[src/rtl/config_operand_packer_pkg.sv]
// Shared parameters and helpers for the operand packer and the tree adder it feeds.
// A vector holds one operand per lane, or two half-width operands per lane in halved mode.
package config_operand_packer_pkg;

    localparam int unsigned DEF_P             = 32'd16;
    localparam int unsigned DEF_INPUTS_AMOUNT = 32'd8;

    function automatic int unsigned elems_per_vector(input logic halved,
                                                     input int unsigned inputs_amount);
        if (halved) begin
            return 32'd2 * inputs_amount;
        end else begin
            return inputs_amount;
        end
    endfunction

endpackage

[src/rtl/config_operand_packer_out_reg.sv]
// Output stage of the packer: holds one packed vector plus its mode tag.
// Contents stay frozen while valid is high and the consumer is not ready.
module config_packer_out_reg
    import config_operand_packer_pkg::*;
#(
    parameter int unsigned P             = DEF_P,
    parameter int unsigned INPUTS_AMOUNT = DEF_INPUTS_AMOUNT
) (
    input  logic                clk,
    input  logic                rst_n,
    input  logic                load,
    input  logic signed [P-1:0] load_data [INPUTS_AMOUNT],
    input  logic                load_halved,
    input  logic                ready,
    output logic                valid,
    output logic signed [P-1:0] data [INPUTS_AMOUNT],
    output logic                halved
);

    logic                valid_r;
    logic                halved_r;
    logic signed [P-1:0] data_r [INPUTS_AMOUNT];

    // Vector register: load takes priority; a drained register goes empty.
    always_ff @(posedge clk or negedge rst_n) begin
        if (!rst_n) begin
            valid_r  <= 1'b0;
            halved_r <= 1'b0;
            for (int i = 0; i < INPUTS_AMOUNT; i++) begin
                data_r[i] <= {P{1'b0}};
            end
        end else if (load) begin
            valid_r  <= 1'b1;
            halved_r <= load_halved;
            for (int i = 0; i < INPUTS_AMOUNT; i++) begin
                data_r[i] <= load_data[i];
            end
        end else if (ready) begin
            valid_r <= 1'b0;
        end
    end

    assign valid  = valid_r;
    assign halved = halved_r;
    assign data   = data_r;

endmodule

[src/rtl/config_operand_packer.sv]
// Packs a stream of signed operands into lane vectors for the binary tree adder.
// Fill buffer and element counter live here; the finished vector goes to the output stage.
module config_operand_packer
    import config_operand_packer_pkg::*;
#(
    parameter int unsigned P             = DEF_P,
    parameter int unsigned INPUTS_AMOUNT = DEF_INPUTS_AMOUNT
) (
    input  logic                clk_i,
    input  logic                rst_ni,
    input  logic                clear_i,
    input  logic                halved_precision_i,
    input  logic                in_valid_i,
    output logic                in_ready_o,
    input  logic [P-1:0]        in_data_i,
    input  logic                in_last_i,
    output logic                out_valid_o,
    input  logic                out_ready_i,
    output logic signed [P-1:0] out_data_o [INPUTS_AMOUNT],
    output logic                out_halved_o
);

    localparam int unsigned HALF = P / 32'd2;
    localparam int unsigned CW   = $clog2(32'd2 * INPUTS_AMOUNT);
    localparam int unsigned LW   = $clog2(INPUTS_AMOUNT);
    localparam logic [CW-1:0] CNT_ZERO = CW'(1'b0);
    localparam logic [CW-1:0] CNT_ONE  = CW'(1'b1);

    logic signed [P-1:0] fill_r      [INPUTS_AMOUNT];
    logic signed [P-1:0] fill_next_s [INPUTS_AMOUNT];
    logic signed [P-1:0] load_data_s [INPUTS_AMOUNT];
    logic [CW-1:0]       cnt_r;
    logic [CW-1:0]       last_idx_s;
    logic [LW-1:0]       lane_idx_s;
    logic                mode_r;
    logic                mode_eff_s;
    logic                pend_r;
    logic                ready_en_r;
    logic                hs_s;
    logic                complete_s;
    logic                out_free_s;
    logic                load_s;
    logic                load_halved_s;

    // A completed vector parked in the fill buffer blocks further input.
    assign in_ready_o = ready_en_r && !pend_r && !clear_i;
    assign hs_s       = in_valid_i && in_ready_o;
    assign out_free_s = !out_valid_o || out_ready_i;

    // Mode, slot addressing and merge of the accepted operand into the fill buffer.
    always_comb begin
        mode_eff_s  = mode_r;
        lane_idx_s  = cnt_r[LW-1:0];
        fill_next_s = fill_r;
        if (cnt_r == CNT_ZERO) begin
            mode_eff_s = halved_precision_i;
        end else begin
            mode_eff_s = mode_r;
        end
        last_idx_s = CW'(elems_per_vector(mode_eff_s, INPUTS_AMOUNT) - 32'd1);
        if (mode_eff_s) begin
            lane_idx_s = cnt_r[CW-1:1];
        end else begin
            lane_idx_s = cnt_r[LW-1:0];
        end
        for (int i = 0; i < INPUTS_AMOUNT; i++) begin
            if (hs_s && (LW'(i) == lane_idx_s)) begin
                if (!mode_eff_s) begin
                    fill_next_s[i] = in_data_i;
                end else if (cnt_r[0]) begin
                    fill_next_s[i] = {fill_r[i][P-1:HALF], in_data_i[HALF-1:0]};
                end else begin
                    fill_next_s[i] = {in_data_i[HALF-1:0], fill_r[i][HALF-1:0]};
                end
            end else begin
                fill_next_s[i] = fill_r[i];
            end
        end
        complete_s = hs_s && (in_last_i || (cnt_r == last_idx_s));
    end

    // Source selection for the output stage: a parked vector drains before new input completes.
    always_comb begin
        load_s        = 1'b0;
        load_data_s   = fill_next_s;
        load_halved_s = mode_eff_s;
        if (clear_i) begin
            load_s = 1'b0;
        end else if (pend_r) begin
            load_s        = out_free_s;
            load_data_s   = fill_r;
            load_halved_s = mode_r;
        end else if (complete_s) begin
            load_s = out_free_s;
        end else begin
            load_s = 1'b0;
        end
    end

    // Fill buffer, element counter, latched mode and parked-vector flag.
    always_ff @(posedge clk_i or negedge rst_ni) begin
        if (!rst_ni) begin
            cnt_r      <= CNT_ZERO;
            mode_r     <= 1'b0;
            pend_r     <= 1'b0;
            ready_en_r <= 1'b0;
            for (int i = 0; i < INPUTS_AMOUNT; i++) begin
                fill_r[i] <= {P{1'b0}};
            end
        end else begin
            ready_en_r <= 1'b1;
            if (clear_i) begin
                cnt_r  <= CNT_ZERO;
                pend_r <= 1'b0;
                for (int i = 0; i < INPUTS_AMOUNT; i++) begin
                    fill_r[i] <= {P{1'b0}};
                end
            end else if (pend_r) begin
                if (out_free_s) begin
                    pend_r <= 1'b0;
                    for (int i = 0; i < INPUTS_AMOUNT; i++) begin
                        fill_r[i] <= {P{1'b0}};
                    end
                end
            end else if (complete_s) begin
                cnt_r  <= CNT_ZERO;
                mode_r <= mode_eff_s;
                if (out_free_s) begin
                    for (int i = 0; i < INPUTS_AMOUNT; i++) begin
                        fill_r[i] <= {P{1'b0}};
                    end
                end else begin
                    pend_r <= 1'b1;
                    fill_r <= fill_next_s;
                end
            end else if (hs_s) begin
                cnt_r  <= cnt_r + CNT_ONE;
                mode_r <= mode_eff_s;
                fill_r <= fill_next_s;
            end
        end
    end

    config_packer_out_reg #(
        .P             (P),
        .INPUTS_AMOUNT (INPUTS_AMOUNT)
    ) u_out_reg (
        .clk         (clk_i),
        .rst_n       (rst_ni),
        .load        (load_s),
        .load_data   (load_data_s),
        .load_halved (load_halved_s),
        .ready       (out_ready_i),
        .valid       (out_valid_o),
        .data        (out_data_o),
        .halved      (out_halved_o)
    );

endmodule
[config.mk]
export PLATFORM = sky130hd
export DESIGN_NAME = config_operand_packer
export DESIGN_NICKNAME = d
export VERILOG_FILES = /design/src/rtl/config_operand_packer_pkg.sv /design/src/rtl/config_operand_packer_out_reg.sv /design/src/rtl/config_operand_packer.sv
export SDC_FILE = /design/constraint.sdc
export NUM_CORES = 1
export LEC_CHECK = 0
export BUFFER_PORTS_ARGS = -buffer_cell sky130_fd_sc_hd__buf_2
export CORE_ASPECT_RATIO = 1.2
export CORE_MARGIN = 2
export CORE_UTILIZATION = 45
export CTS_CLUSTER_DIAMETER = 60
export DETAILED_ROUTE_END_ITERATION = 10
export GPL_ROUTABILITY_DRIVEN = 0
export PLACE_DENSITY = 0.66
export SLEW_MARGIN = 40
export SYNTH_ARGS = -nofsm -noshare
export SYNTH_HDL_FRONTEND = slang
export SYNTH_SLANG_ARGS = --single-unit
[constraint.sdc]
create_clock -name clk_i -period 5.4 [get_ports clk_i]
set_clock_uncertainty 0.15 [all_clocks]
set_input_delay 1.08 -clock clk_i [delete_from_list [all_inputs] [get_ports clk_i]]
set_output_delay 1.08 -clock clk_i [all_outputs]
set_load 0.1 [all_outputs]
==> impl_results.md, run 1 <==
- Outcome: finished clean
- Antenna Nets Post-Route: 0
- Critical Path RT: ~5.7 ns
- Max H-tree Level: 1
- CTS Buf Count: 28
- Initial drt markers: around 950
- Antenna diodes: 0
- Leading register cell type out of synthesis: dfrtp_1
- Int Pwr: ~3.4 mW
- Clk Latency, worst-skew pair: approximately 0.55 ns
- Gr ovfl total: 0
- Max Transition Viols Final: 0
- Placed cell area: about 0.014 mm^2
- Net Switching: 2.044 mW
- Pwr/cell area: between 300 and 400 mW/mm^2
- Mean Syn Cell Area: roughly 10 um^2
- FF-to-FF path depth: 7
- Tot GR Track Use: 0.2548
- Fin. Hold Viols: 0
- Layout overhead on the synthesized area: 14.66%
- Critical R2R Launch: cnt_r[0]
- Site row count: 68
- IO Count: 154
- DRT Pass-1 Iters: 6
- Post-route setup TNS: 0 ns
- Final cell count without fillers: between 1,500 and 2,000
- Placed cells: between 1,500 and 2,000
- Port Buffers: 153
- Max Root-Sink Buffers: 3
- Initial Util: 0.4572
- Post-Synthesis Cells: between 1,000 and 1,500
- Worst-case vdd ir drop: ~0.35 mV
- #FFs+latches synth: 265
- Hold_buf cts: 0
- R2r endpoint: fill_r[9]
- Final setup viols: 0
- Clock power share: 0.340
- CORE AREA: approximately 0.029 mm^2
- Worst slew pin tran: 0.8512 ns
- Die H: around 190 um
- Sequential area share after synthesis: 0.5043
- Net count, final: 1,418
- Clk root buf: clkbuf_16
- Average wire per standard cell: around 22 um
- # resized after CTS: 0
- Die area: just over 0.03 mm^2
- Number of max-cap violations: 0
- Setup Buffers After CTS: 0
- FILL cells: roughly 2,600
- CTS tree: built
- Fin crit share: 0.6508
- Post-DP HPWL: between 20,000 and 30,000 um
- Post-synth EDFFs: 0
- Hold path start: u_out_reg.data[117]
- Vias in the first global route: roughly 11,000
- Worst setup EP type: flip-flop
- Unique cell type count in the Yosys netlist: 75
- CTS sink count: 265
- Share of cells above drive strength 1: 0.2112
- Syn_nets: between 1,000 and 1,500
- Max-slew headroom: 0.4307
- HP Class: reg2reg
- Achievable Freq: approximately 0.28 GHz
- Synthesized area: roughly 0.013 mm^2
- Switching share of power: 0.3775
- Global-route wire length before repair: 61,890 um
- Vias: between 10,000 and 15,000
- Pin count of the biggest net entering global routing: 90
- Combinational fraction of design power: 0.259
- Hold Crit Endpoint: u_out_reg.data[117]
- Arrival @ worst endpoint: roughly 3.8 ns
- Yosys Warn Count: 0
- CP startpoint kind: flip-flop
- Reg clk slew, reported paths: roughly 0.07 ns
- Worst Hold Path Cells: 2
- Initial antenna violation count: 0
- RSZ-0062 raised after global routing: no
- Part of the power in registers: 0.401
- Final instance area: between 0.015 and 0.02 mm^2
- Worst hold slack: between 0.3 and 0.4 ns
- Post-layout minimum cycle time: about 3.5 ns
- Utilization after layout: 0.5243
- Share of async-settable or async-resettable flops after synthesis: 1.000
- WS Path Type: reg2reg
- CP Max Fanout: 62
- # DRC: 0
- P_leak: around 6.6 nW
- Die Wd: 160.0 um
- DR vias/cell: just over 6
- R2R Setup Slk: roughly 1.9 ns
- Final wirelength: 39,100 um
## per-layer routing
layer / up-vias / global-route usage / wire [um]
li1: 4962 / - / -
met1: 5492 / 0.3460 / 16810
met2: 440 / 0.4231 / 18610
met3: 83 / 0.03406 / 2449
met4: 0 / 0.08766 / 1235
met5: - / 0 / 0
## cell type report
| cell class | instances | area, um^2 | area share |
|---|---|---|---|
| Multi-Input combinational cell | 888 | 5937 | 0.3938 |
| Inverter | 18 | 67.56 | 0.004481 |
| Clock buffer | 44 | 842.1 | 0.05585 |
| Clock inverter | 4 | 23.77 | 0.001577 |
| Tap cell | 385 | 481.7 | 0.03195 |
| Sequential cell | 265 | 6633 | 0.4399 |
| Timing Repair Buffer | 192 | 1092 | 0.07245 |
## flip-flops by register name, indices dropped and copies added (netlist names)
name	count
cnt_r	4
fill_r	128
mode_r	1
pend_r	1
ready_en_r	1
u_out_reg.data	128
u_out_reg.halved	1
u_out_reg.valid	1
## cell usage in the layout, fill, tap and decap left out, types with 32 or more instances in the layout
master,count
mux2i_1,51
a211o_1,49
buf_2,152
dfrtp_1,264
nor2_1,79
o22ai_1,32
buf_4,37
a21oi_1,181
a22o_1,101
nand2_1,134
## per-stage QoR
step | worst slack (ns) | power (mW)
6_report | 1.886 | 5.414
2_1_floorplan | 1.755 | 3.296
4_1_cts | 1.915 | 5.440
3_5_place_dp | 1.610 | 3.604
5_1_grt | 1.750 | 5.595
3_3_place_gp | 1.641 | 3.590
## worst max-delay path, cell delays in order, from the launching register on
cell and delay, ns:
dfrtp_2 0.37, buf_4 0.60, ha_1 0.37, a31oi_2 0.22, o21ai_4 0.72, buf_4 0.37, o21ai_2 0.18, a221o_1 0.39
## cells in the mapped netlist (3+ instances only)
master | instances | share of area
dfrtp_1 | 265 | 0.50
a21oi_1 | 184 | 0.070
nand2_1 | 134 | 0.038
a22o_1 | 101 | 0.067
nor2_1 | 79 | 0.023
mux2i_1 | 51 | 0.039
a211o_1 | 49 | 0.033
clkbuf_1 | 44 | 0.013
buf_2 | 35 | 0.013
o22ai_1 | 32 | 0.015
o21ai_1 | 31 | 0.012
o21ai_0 | 30 | 0.011
a221o_1 | 20 | 0.015
buf_4 | 17 | 0.0097
inv_1 | 17 | 0.0049
nor2b_1 | 17 | 0.0081
nor3_1 | 15 | 0.0057
o2bb2ai_1 | 15 | 0.010
o21ai_2 | 13 | 0.0087
nand3_1 | 11 | 0.0042
a211oi_4 | 10 | 0.015
buf_6 | 9 | 0.0077
nor4_1 | 9 | 0.0043
nor3_2 | 8 | 0.0061
a31oi_1 | 4 | 0.0019
nand2b_1 | 4 | 0.0019
nand4_1 | 4 | 0.0019
o221ai_1 | 4 | 0.0027
a21o_1 | 3 | 0.0017
and2_1 | 3 | 0.0014
nand3_4 | 3 | 0.0040
nor3b_1 | 3 | 0.0017
or3_1 | 3 | 0.0014
## cells by family after synthesis
family | after synthesis | synth area share
fa+ha+maj | 2 | 0.001903
mux | 52 | 0.03968
simple gates | 316 | 0.1199
flops | 265 | 0.5043
xor+xnor | 1 | 0.0006662
other cells | 1 | 0.0002852
buf+inv | 124 | 0.04996
compound gates | 516 | 0.2833
## worst max path at each step
stage                                  start          end  slack [ns]  depth (start not counted)
after CTS                           cnt_r[0]    fill_r[9]        1.91                          7
after global routing                cnt_r[0]   fill_r[95]        1.75                          9
after global placement    halved_precision_i  fill_r[116]        1.64                          7
after floorplan                      clear_i   in_ready_o        1.75                          1
final                               cnt_r[0]    fill_r[9]        1.89                          7
after detailed placement  halved_precision_i  fill_r[119]        1.61                          7
## power by group through the flow
stage	clock network, mW	logic (mW)	registers (mW)
after floorplan	0	0.322	2.97
after global placement	0	1.39	2.20
after detailed placement	0	1.40	2.20
after CTS	1.87	1.41	2.17
after global routing	1.95	1.46	2.18
final	1.84	1.40	2.17
No activity file was read; power rests on OpenSTA's default activity.
==> inputs of run 2 (changes only) <==
- PLACE_DENSITY: 0.66 -> 0.69
- clock period: 5.4 -> 3 ns (I/O delays scaled with it)
==> impl_results.md, run 2 (same netlist as run 1, synthesis figures left out) <==
- Outcome: finished clean
- Vias in the first global route: 11,130 (+3.6%)
- Arrival @ worst endpoint: 3.18 ns (-0.62 ns)
- CP Max Fanout: 10 (-84%)
- Die area: 0.03061 mm^2 (unchanged)
- RSZ-0062 raised after global routing: no
- Worst slew pin tran: 0.8418 ns (-0.009407 ns)
- Net Switching: 3.771 mW (+85%)
- Max Transition Viols Final: 0 (unchanged)
- Reg clk slew, reported paths: 0.07 ns (about the same)
- R2R Setup Slk: 0.10 ns (-1.78 ns)
- Worst Setup SP: cnt_r[0]
- Initial Util: 0.4572 (unchanged)
- FILL cells: 2,585 (-2.1%)
- DRT Pass-1 Iters: 5 (-1)
- Combinational fraction of design power: 0.246 (-0.013)
- Placed cells: 1,792 (+2.6%)
- Antenna diodes: 0 (unchanged)
- Tot GR Track Use: 0.2570 (+0.002272)
- Most frequent cells in the layout: dfrtp_1 (264), a21oi_1 (184), buf_2 (152), nand2_1 (134), a22o_1 (101)
- Max Root-Sink Buffers: 3 (unchanged)
- Layout overhead on the synthesized area: 19.12%
- Placed cell area: 0.01459 mm^2 (+2.7%)
- WS Path Type: reg2reg
- Fin crit share: 0.9659 (+0.3150)
- Post-layout minimum cycle time: 2.898 ns (-0.6168 ns)
- Initial antenna violation count: 0 (unchanged)
- CTS sink count: 265 (unchanged)
- Initial drt markers: 917 (-3.6%)
- Number of max-cap violations: 0 (unchanged)
- Pwr/cell area: 664.3 mW/mm^2 (+85%)
- Fin. Hold Viols: 0 (unchanged)
- Clk Latency, worst-skew pair: 0.56 ns (about the same)
- Critical Path RT: 3.28 ns (-2.40 ns)
- CTS Buf Count: 29 (+3.6%)
- Pre-CTS worst setup slack: 0.1901 ns (-1.420 ns)
- DR vias/cell: 6.043 (-1.1%)
- Global-route wire length before repair: 62,470 um (+0.94%)
- Most common cell after layout, fill and taps aside: dfrtp_1
- Max-slew headroom: 0.4350 (+0.004330)
- Clock power share: 0.378 (+0.038)
- Die Wd: 160.0 um (unchanged)
- Worst setup EP type: flip-flop
- FF-to-FF path depth: 9 (+2)
- Post-DP HPWL: 26,510 um (+0.58%)
- Die H: 191.3 um (unchanged)
- # DRC: 0 (unchanged)
- Antenna Nets Post-Route: 0 (unchanged)
- Critical path's slowest cell: a21oi_1
- Setup Buffers After CTS: 0 (unchanged)
- CTS tree: built
- Net count, final: 1,464 (+3.2%)
- Worst path max stage delay: 0.53 ns (-0.19 ns)
- Port Buffers: 153 (unchanged)
- Critical R2R Launch: cnt_r[0]
- CP startpoint kind: flip-flop
- Pin count of the biggest net entering global routing: 104 (+16%)
- Switching share of power: 0.3625 (-0.01501)
- Worst-case vdd ir drop: 0.6568 mV (+89%)
- HP Class: in2reg
- Site row count: 68 (unchanged)
- P_leak: 6.984 nW (+5.3%)
- Final setup viols: 0 (unchanged)
- Achievable Freq: 0.3451 GHz (+21%)
- Critical path destination: fill_r[92]
- Part of the power in registers: 0.376 (-0.025)
- Final cell count without fillers: 1,846 (+2.8%)
- Final instance area: 0.01566 mm^2 (+3.9%)
- Share of cells above drive strength 1: 0.2389 (+0.02768)
- CORE AREA: 0.02876 mm^2 (unchanged)
- Worst hold slack: 0.1881 ns (-0.1338 ns)
- Vias: 11,160 (+1.6%)
- Max H-tree Level: 1 (unchanged)
- PnR worst setup slack: 0.1024 ns (-1.783 ns)
- Utilization after layout: 0.5446 (+0.02036)
- Clk root buf: clkbuf_16
- R2r endpoint: fill_r[92]
- Gr ovfl total: 0 (unchanged)
- CP Cell Sequence: inv_2 > ha_1 > and4bb_1 > buf_4 > a21oi_4 > a21oi_1 > buf_4 > a21oi_1 > a22o_1
- Post-route setup TNS: 0 ns (unchanged)
- Int Pwr: 6.633 mW (+97%)
- IO Count: 154 (unchanged)
- Average wire per standard cell: 21.35 um (-1.9%)
- Final wirelength: 39,420 um (+0.82%)
- Total Power: 10.40 mW (+92%)
[run 2: worst max-delay path: cells and delay by family (launching register included)]
family	cells	cell delay (ns)
AOI/OAI and AO/OA	4	0.91
adders and majority gates	1	0.23
DFF	1	0.40
and+or+nand+nor	1	0.29
buffers and inverters	3	0.78
[run 2: metal layers]
layer  track usage  wire [um]  up-vias
met1        0.3444      16800     5495
met3       0.03471       2539      106
met5             0          0        -
met4        0.1057       1556        0
met2        0.4236      18530      502
li1              -          -     5053
[run 2: layout make-up]
cell class                 instances  area, um^2  area share
multi-input combinational        888        5902      0.3768
tap                              385       481.7     0.03076
clock inverter                    15       237.7     0.01518
sequential                       265        6633      0.4235
inverter                          18       67.56    0.004314
clock buffer                      38       819.5     0.05232
timing repair buffer             237        1521     0.09714
[run 2: worst min-delay path by stage]
| stage | startpoint | to | cells past startpoint |
|---|---|---|---|
| floorplan | rst_ni | cnt_r[0] | 0 |
| global placement | u_out_reg.data[21] | u_out_reg.data[21] | 2 |
| detailed placement | u_out_reg.data[84] | u_out_reg.data[84] | 2 |
| CTS | halved_precision_i | mode_r | 3 |
| global route | halved_precision_i | mode_r | 3 |
| finish | halved_precision_i | mode_r | 3 |
[run 2: power groups by stage]
stage	registers [mW]	logic (mW)	clock network, mW
after floorplan	5.35	0.580	0
after global placement	3.98	2.53	0
after detailed placement	3.97	2.55	0
after CTS	3.91	2.56	3.97
after global routing	3.93	2.67	4.11
final	3.91	2.56	3.93
[run 2: what timing repair did]
item / CTS / global route
setup endpoints to repair: 0 / 4
gates resized for setup: 0 / 1
hold buffers: 1 / 0
hold endpoints to repair: 80 / 0
